`src/rtl/if_fetch_queue.sv`:
```
// Instruction fetch queue: circular FIFO of {pc, instr} pairs between fetch and decode.
// Optional 0-cycle empty-queue bypass is enabled by defining FETCHQ_BYPASS_EN.
module if_fetch_queue #(
  parameter int DEPTH = 4,
  parameter int PTR_W = 2
) (
  input  logic             clk,
  input  logic             rst_n,
  input  logic             flush,
  input  logic             in_valid,
  output logic             in_ready,
  input  logic [31:0]      in_pc,
  input  logic [31:0]      in_instr,
  output logic             out_valid,
  input  logic             out_ready,
  output logic [31:0]      out_pc,
  output logic [31:0]      out_pc_4,
  output logic [31:0]      out_instr,
  output logic [PTR_W:0]   count
);

  localparam logic [PTR_W:0]   CNT_ZERO = {(PTR_W + 1){1'b0}};
  localparam logic [PTR_W:0]   CNT_ONE  = (PTR_W + 1)'(1'b1);
  localparam logic [PTR_W:0]   CNT_FULL = (PTR_W + 1)'(DEPTH);
  localparam logic [PTR_W-1:0] PTR_ZERO = {PTR_W{1'b0}};
  localparam logic [PTR_W-1:0] PTR_ONE  = PTR_W'(1'b1);

  logic [31:0]      pc_mem_r    [DEPTH];
  logic [31:0]      instr_mem_r [DEPTH];
  logic [PTR_W-1:0] rd_ptr_r;
  logic [PTR_W-1:0] wr_ptr_r;
  logic [PTR_W:0]   count_r;
  logic             empty_s;
  logic             bypass_s;
  logic             push_s;
  logic             pop_s;

  assign empty_s  = (count_r == CNT_ZERO);
  // Full blocks pushes outright, even when a pop happens in the same cycle.
  assign in_ready = (count_r != CNT_FULL);
  assign count    = count_r;
  assign out_pc_4 = out_pc + 32'd4;

  // Head selection and handshake qualification.
  always_comb begin
    bypass_s  = 1'b0;
    out_valid = 1'b0;
    out_pc    = pc_mem_r[rd_ptr_r];
    out_instr = instr_mem_r[rd_ptr_r];
    push_s    = 1'b0;
    pop_s     = 1'b0;
`ifdef FETCHQ_BYPASS_EN
    bypass_s  = empty_s & in_valid & ~flush;
`else
    bypass_s  = 1'b0;
`endif
    if (bypass_s) begin
      // Entry goes straight to decode; only stored if decode does not take it now.
      out_valid = 1'b1;
      out_pc    = in_pc;
      out_instr = in_instr;
      push_s    = ~out_ready;
      pop_s     = 1'b0;
    end else begin
      out_valid = ~empty_s & ~flush;
      push_s    = in_valid & in_ready & ~flush;
      pop_s     = out_valid & out_ready;
    end
  end

  // Pointer, occupancy and storage update; flush outranks push and pop.
  always_ff @(posedge clk or negedge rst_n) begin
    if (!rst_n) begin
      rd_ptr_r <= PTR_ZERO;
      wr_ptr_r <= PTR_ZERO;
      count_r  <= CNT_ZERO;
      for (int i = 0; i < DEPTH; i++) begin
        pc_mem_r[i]    <= 32'd0;
        instr_mem_r[i] <= 32'd0;
      end
    end else if (flush) begin
      rd_ptr_r <= PTR_ZERO;
      wr_ptr_r <= PTR_ZERO;
      count_r  <= CNT_ZERO;
    end else begin
      if (push_s) begin
        pc_mem_r[wr_ptr_r]    <= in_pc;
        instr_mem_r[wr_ptr_r] <= in_instr;
        wr_ptr_r              <= wr_ptr_r + PTR_ONE;
      end else begin
        wr_ptr_r <= wr_ptr_r;
      end
      if (pop_s) begin
        rd_ptr_r <= rd_ptr_r + PTR_ONE;
      end else begin
        rd_ptr_r <= rd_ptr_r;
      end
      case ({push_s, pop_s})
        2'b10:   count_r <= count_r + CNT_ONE;
        2'b01:   count_r <= count_r - CNT_ONE;
        default: count_r <= count_r;
      endcase
    end
  end

endmodule

```
`config.mk`:
```
export PLATFORM = sky130hd
export DESIGN_NAME = if_fetch_queue
export DESIGN_NICKNAME = d
export VERILOG_FILES = /design/src/rtl/if_fetch_queue.sv
export SDC_FILE = /design/constraint.sdc
export NUM_CORES = 1
export LEC_CHECK = 0
export ABC_AREA = 1
export BUFFER_PORTS_ARGS = -buffer_cell sky130_fd_sc_hd__buf_2
export CAP_MARGIN = 0
export CORE_MARGIN = 5
export CORE_UTILIZATION = 35
export CTS_CLUSTER_DIAMETER = 40
export DETAILED_ROUTE_END_ITERATION = 8
export PLACE_DENSITY = 0.49
export SLEW_MARGIN = 30
export SYNTH_ARGS = -nofsm -noshare
export SYNTH_HDL_FRONTEND = slang
export SYNTH_SLANG_ARGS = --single-unit
```
`constraint.sdc`:
```
create_clock -name clk -period 2.6 [get_ports clk]
set_input_delay 0.52 -clock clk [delete_from_list [all_inputs] [get_ports clk]]
set_output_delay 0.52 -clock clk [all_outputs]
set_load 0.005 [all_outputs]
```
==> impl_metrics.py <==
metrics = {
    "placed_design": {
        "gp_congestion": 0.821,
        "placed_cells": 2301,
        "port_buffers": 169,
        "dp_hpwl_um": 24600,
    },
    "timing": {
        "period_share_pct": 117,
        "report.final.slew_viol_count": 0,
        "fin_skew_ns": 0.0290,
        "whs_ns": 0.292,
        "slew_headroom_pct": 53.8,
        "setup_viol": 72,
        "fin_ws_ns": -0.450,
        "worst_pin_slew_ns": 0.693,
        "layout_min_cycle_time_ns": 3.05,
        "rsz0062_at_grt": "true",
        "fmax_mhz": 328,
        "hold_violations": 0,
    },
    "route": {
        "vias": 11700,
        "drt_iter0_drc": 583,
        "ant_nets": 0,
        "drc_errors": 0,
        "drt-total-wl_um": 39300,
        "wl_per_cell_um": 16.2,
        "vias_per_cell": 4.83,
        "firstDrtPassIters": 5,
    },
    "worst_setup_path": {
        "start_kind": "register",
        "rrSetupSlack_ns": 0.58,
        "r2r_end": "count[2]",
        "worstSetupStartpoint": "rd_ptr_r[0]",
        "crit_type": "reg2out",
        "worstRegToRegCells": 10,
        "cp.required_ns": 2.08,
        "endpoint_kind": "primary output",
        "r2r-start": "count[1]",
        "cp_max_fo": 8,
        "cp-endpoint": "out_pc_4[23]",
        "cp_data_arrival_time_ns": 2.53,
    },
    "status": {
        "outcome": "finished, violations left",
        "violations": "negative setup slack",
    },
    "pwr": {
        "peakVddDrop_uv": 601,
        "swShare_pct": 37.7,
        "comb_power_share_pct": 41.1,
        "p_seq_share_pct": 31.8,
        "leakage_nw": 8.76,
        "powerDensity_nw_per_um2": 1240,
        "p_total_w": 0.0215,
        "p_clk_share_pct": 27.1,
        "p_int_w": 0.0134,
        "power.switching_w": 0.00811,
    },
    "floorplan": {
        "ioPinCount": 170,
        "die_w_um": 203,
        "die_area_um2": 41300,
        "initial_utilization_pct": 35.6,
        "core_area_um2": 36700,
        "die_h_um": 203,
        "rows": 70,
    },
    "final_layout": {
        "final_cell_mix": "nand2_1, o21ai_0, dfrtp_1, buf_2, inv_1",
        "n_fill_cell": 3719,
        "instances_no_fill": 2427,
        "syn_to_final_growth_pct": 32.6,
        "final_nets": 1997,
        "drive_gt1_share_pct": 27.0,
        "mostFrequentLayoutCell": "nand2_1",
        "n_antenna_cell": 0,
    },
    "synth": {
        "yosys.area_share.simple_pct": 25.7,
        "synth_area_leaders": "dfrtp_1, nand2_1, o21ai_0, nor2_1, inv_1",
        "synthMuxAreaShare_pct": 0,
        "yosysWarnings": 0,
        "ys_ff_latch": 263,
        "syn_avg_cell_area_um2": 7.65,
        "synth_largest_area_cell": "dfrtp_1",
        "synth_compound_area_share_pct": 14.6,
        "synth_xor_area_share_pct": 1.14,
        "mappedNetlistNets": 1782,
        "syn_area_um2": 13100,
        "yosys.area.top_type_share_pct": 50.4,
        "ys_seq_area_share_pct": 50.4,
        "ys_types": 28,
        "synth_top_family_by_area": "simple AND/OR/NAND/NOR gates",
        "synthAdderAreaFrac_pct": 0.632,
        "netlist_instances": 1707,
    },
    "run": {
        "max_cap_violations": 0,
    },
    "global_route": {
        "grt_pass1_wl_um": 62300,
        "grt_pass1_vias": 11700,
        "grt_start_max_net_pins": 93,
        "track_usage_pct": 18.4,
        "antenna_found_initial": 0,
        "grt-ovfl-total": 0,
    },
    "clock_tree": {
        "cts_inserted_buffers": 46,
        "insertion_delay_ns": 0.54,
        "cts_buffer_depth": 3,
        "cts_tree": "built",
        "root_buffer": "clkbuf_16",
        "clock_sinks": 263,
        "htreeDepth": 2,
        "path_clk_slew_ns": 0.06,
    },
    "worst_hold_path": {
        "hp-class": "in2reg",
        "hp-start": "in_instr[31]",
    },
}
## how the worst min path moves through the flow
stage	cells past startpoint	slack, ns	end
finish	3	0.29	instr_mem_r[95]
floorplan	0	0.22	count[0]
global placement	1	0.44	pc_mem_r[72]
detailed placement	1	0.44	pc_mem_r[72]
global route	3	0.28	instr_mem_r[23]
CTS	3	0.26	instr_mem_r[95]
## final cells by class
cell class | count | area [um2] | share of cell area (%)
tap | 468 | 586 | 3.38
clock buffer | 63 | 1330 | 7.66
inverter | 120 | 463 | 2.67
multi-input combinational | 1219 | 6120 | 35.3
timing repair buffer | 272 | 2050 | 11.8
sequential | 263 | 6590 | 38.0
clock inverter | 22 | 195 | 1.13
## routing by layer
layer  GRT usage [%]  share of wire, %
met1            24.8                46
met3            3.88               5.4
met2            30.3                47
met5               0                 0
met4            5.03               1.8
## critical path: stages, from the launching register on
cell and delay (ns):
dfrtp_4 0.56, clkinv_8 0.10, buf_12 0.13, clkbuf_16 0.16
nand2_1 0.07, nand2_1 0.08, nand2_2 0.06, nand2_4 0.09
nand2_4 0.06, nor2_4 0.14, nand2_2 0.08, nor2_4 0.16
nand2_1 0.07, nand2_1 0.06, nand2_1 0.04, buf_2 0.12
## power by group through the flow
stage | Combinational (W) | Clock (W) | Sequential [W]
global placement | 0.00739 | 0 | 0.00683
global route | 0.00995 | 0.00621 | 0.00706
detailed placement | 0.00747 | 0 | 0.00685
CTS | 0.00771 | 0.00602 | 0.00680
floorplan | 0.00458 | 0 | 0.00659
finish | 0.00885 | 0.00584 | 0.00684
## kinds of logic (layout without fill, tap and decap cells)
group	Yosys count	count (layout)
adders and majority gates	6	6
DFF	263	263
xor gates and xnor gates	17	17
AOI/OAI and AO/OA	371	371
and+or+nand+nor	825	825
buffers and inverters	225	477
## cells in the mapped netlist, drive strengths merged
master    n
nand2   610
dfrtp   263
nor3      1
a32oi     1
buf      37
inv     120
o21ai   334
ha        5
nand3    70
o22ai    34
xnor2     3
fa        1
nand4     5
clkbuf   68
xor2     14
a21oi     2
nor2    139
## flip-flops by register name, summed over array words and instances, names as in the netlist
name         count
count            3
rd_ptr_r         2
instr_mem_r    128
wr_ptr_r         2
pc_mem_r       128
## repair_timing
action,CTS,global route
setup endpoints to repair,71,75
gates cloned,1,4
pin swaps,3,85
buffers inserted,10,26
hold buffers,1,0
endpoints found under the hold margin,36,0
gates resized for setup,29,173
## per-stage QoR
step	util (%)	cell area (um2)	TNS, ns	worst slack, ns
detailed placement	40.0	14700	0	0.0240
global route	47.2	17300	-25.50	-0.576
floorplan	-	13100	0	0.280
CTS	44.7	16400	-16.00	-0.453
global placement	40.0	14700	0	0.0585
finish	47.2	17300	-16.61	-0.450
Power figures use the tool's default switching activity.
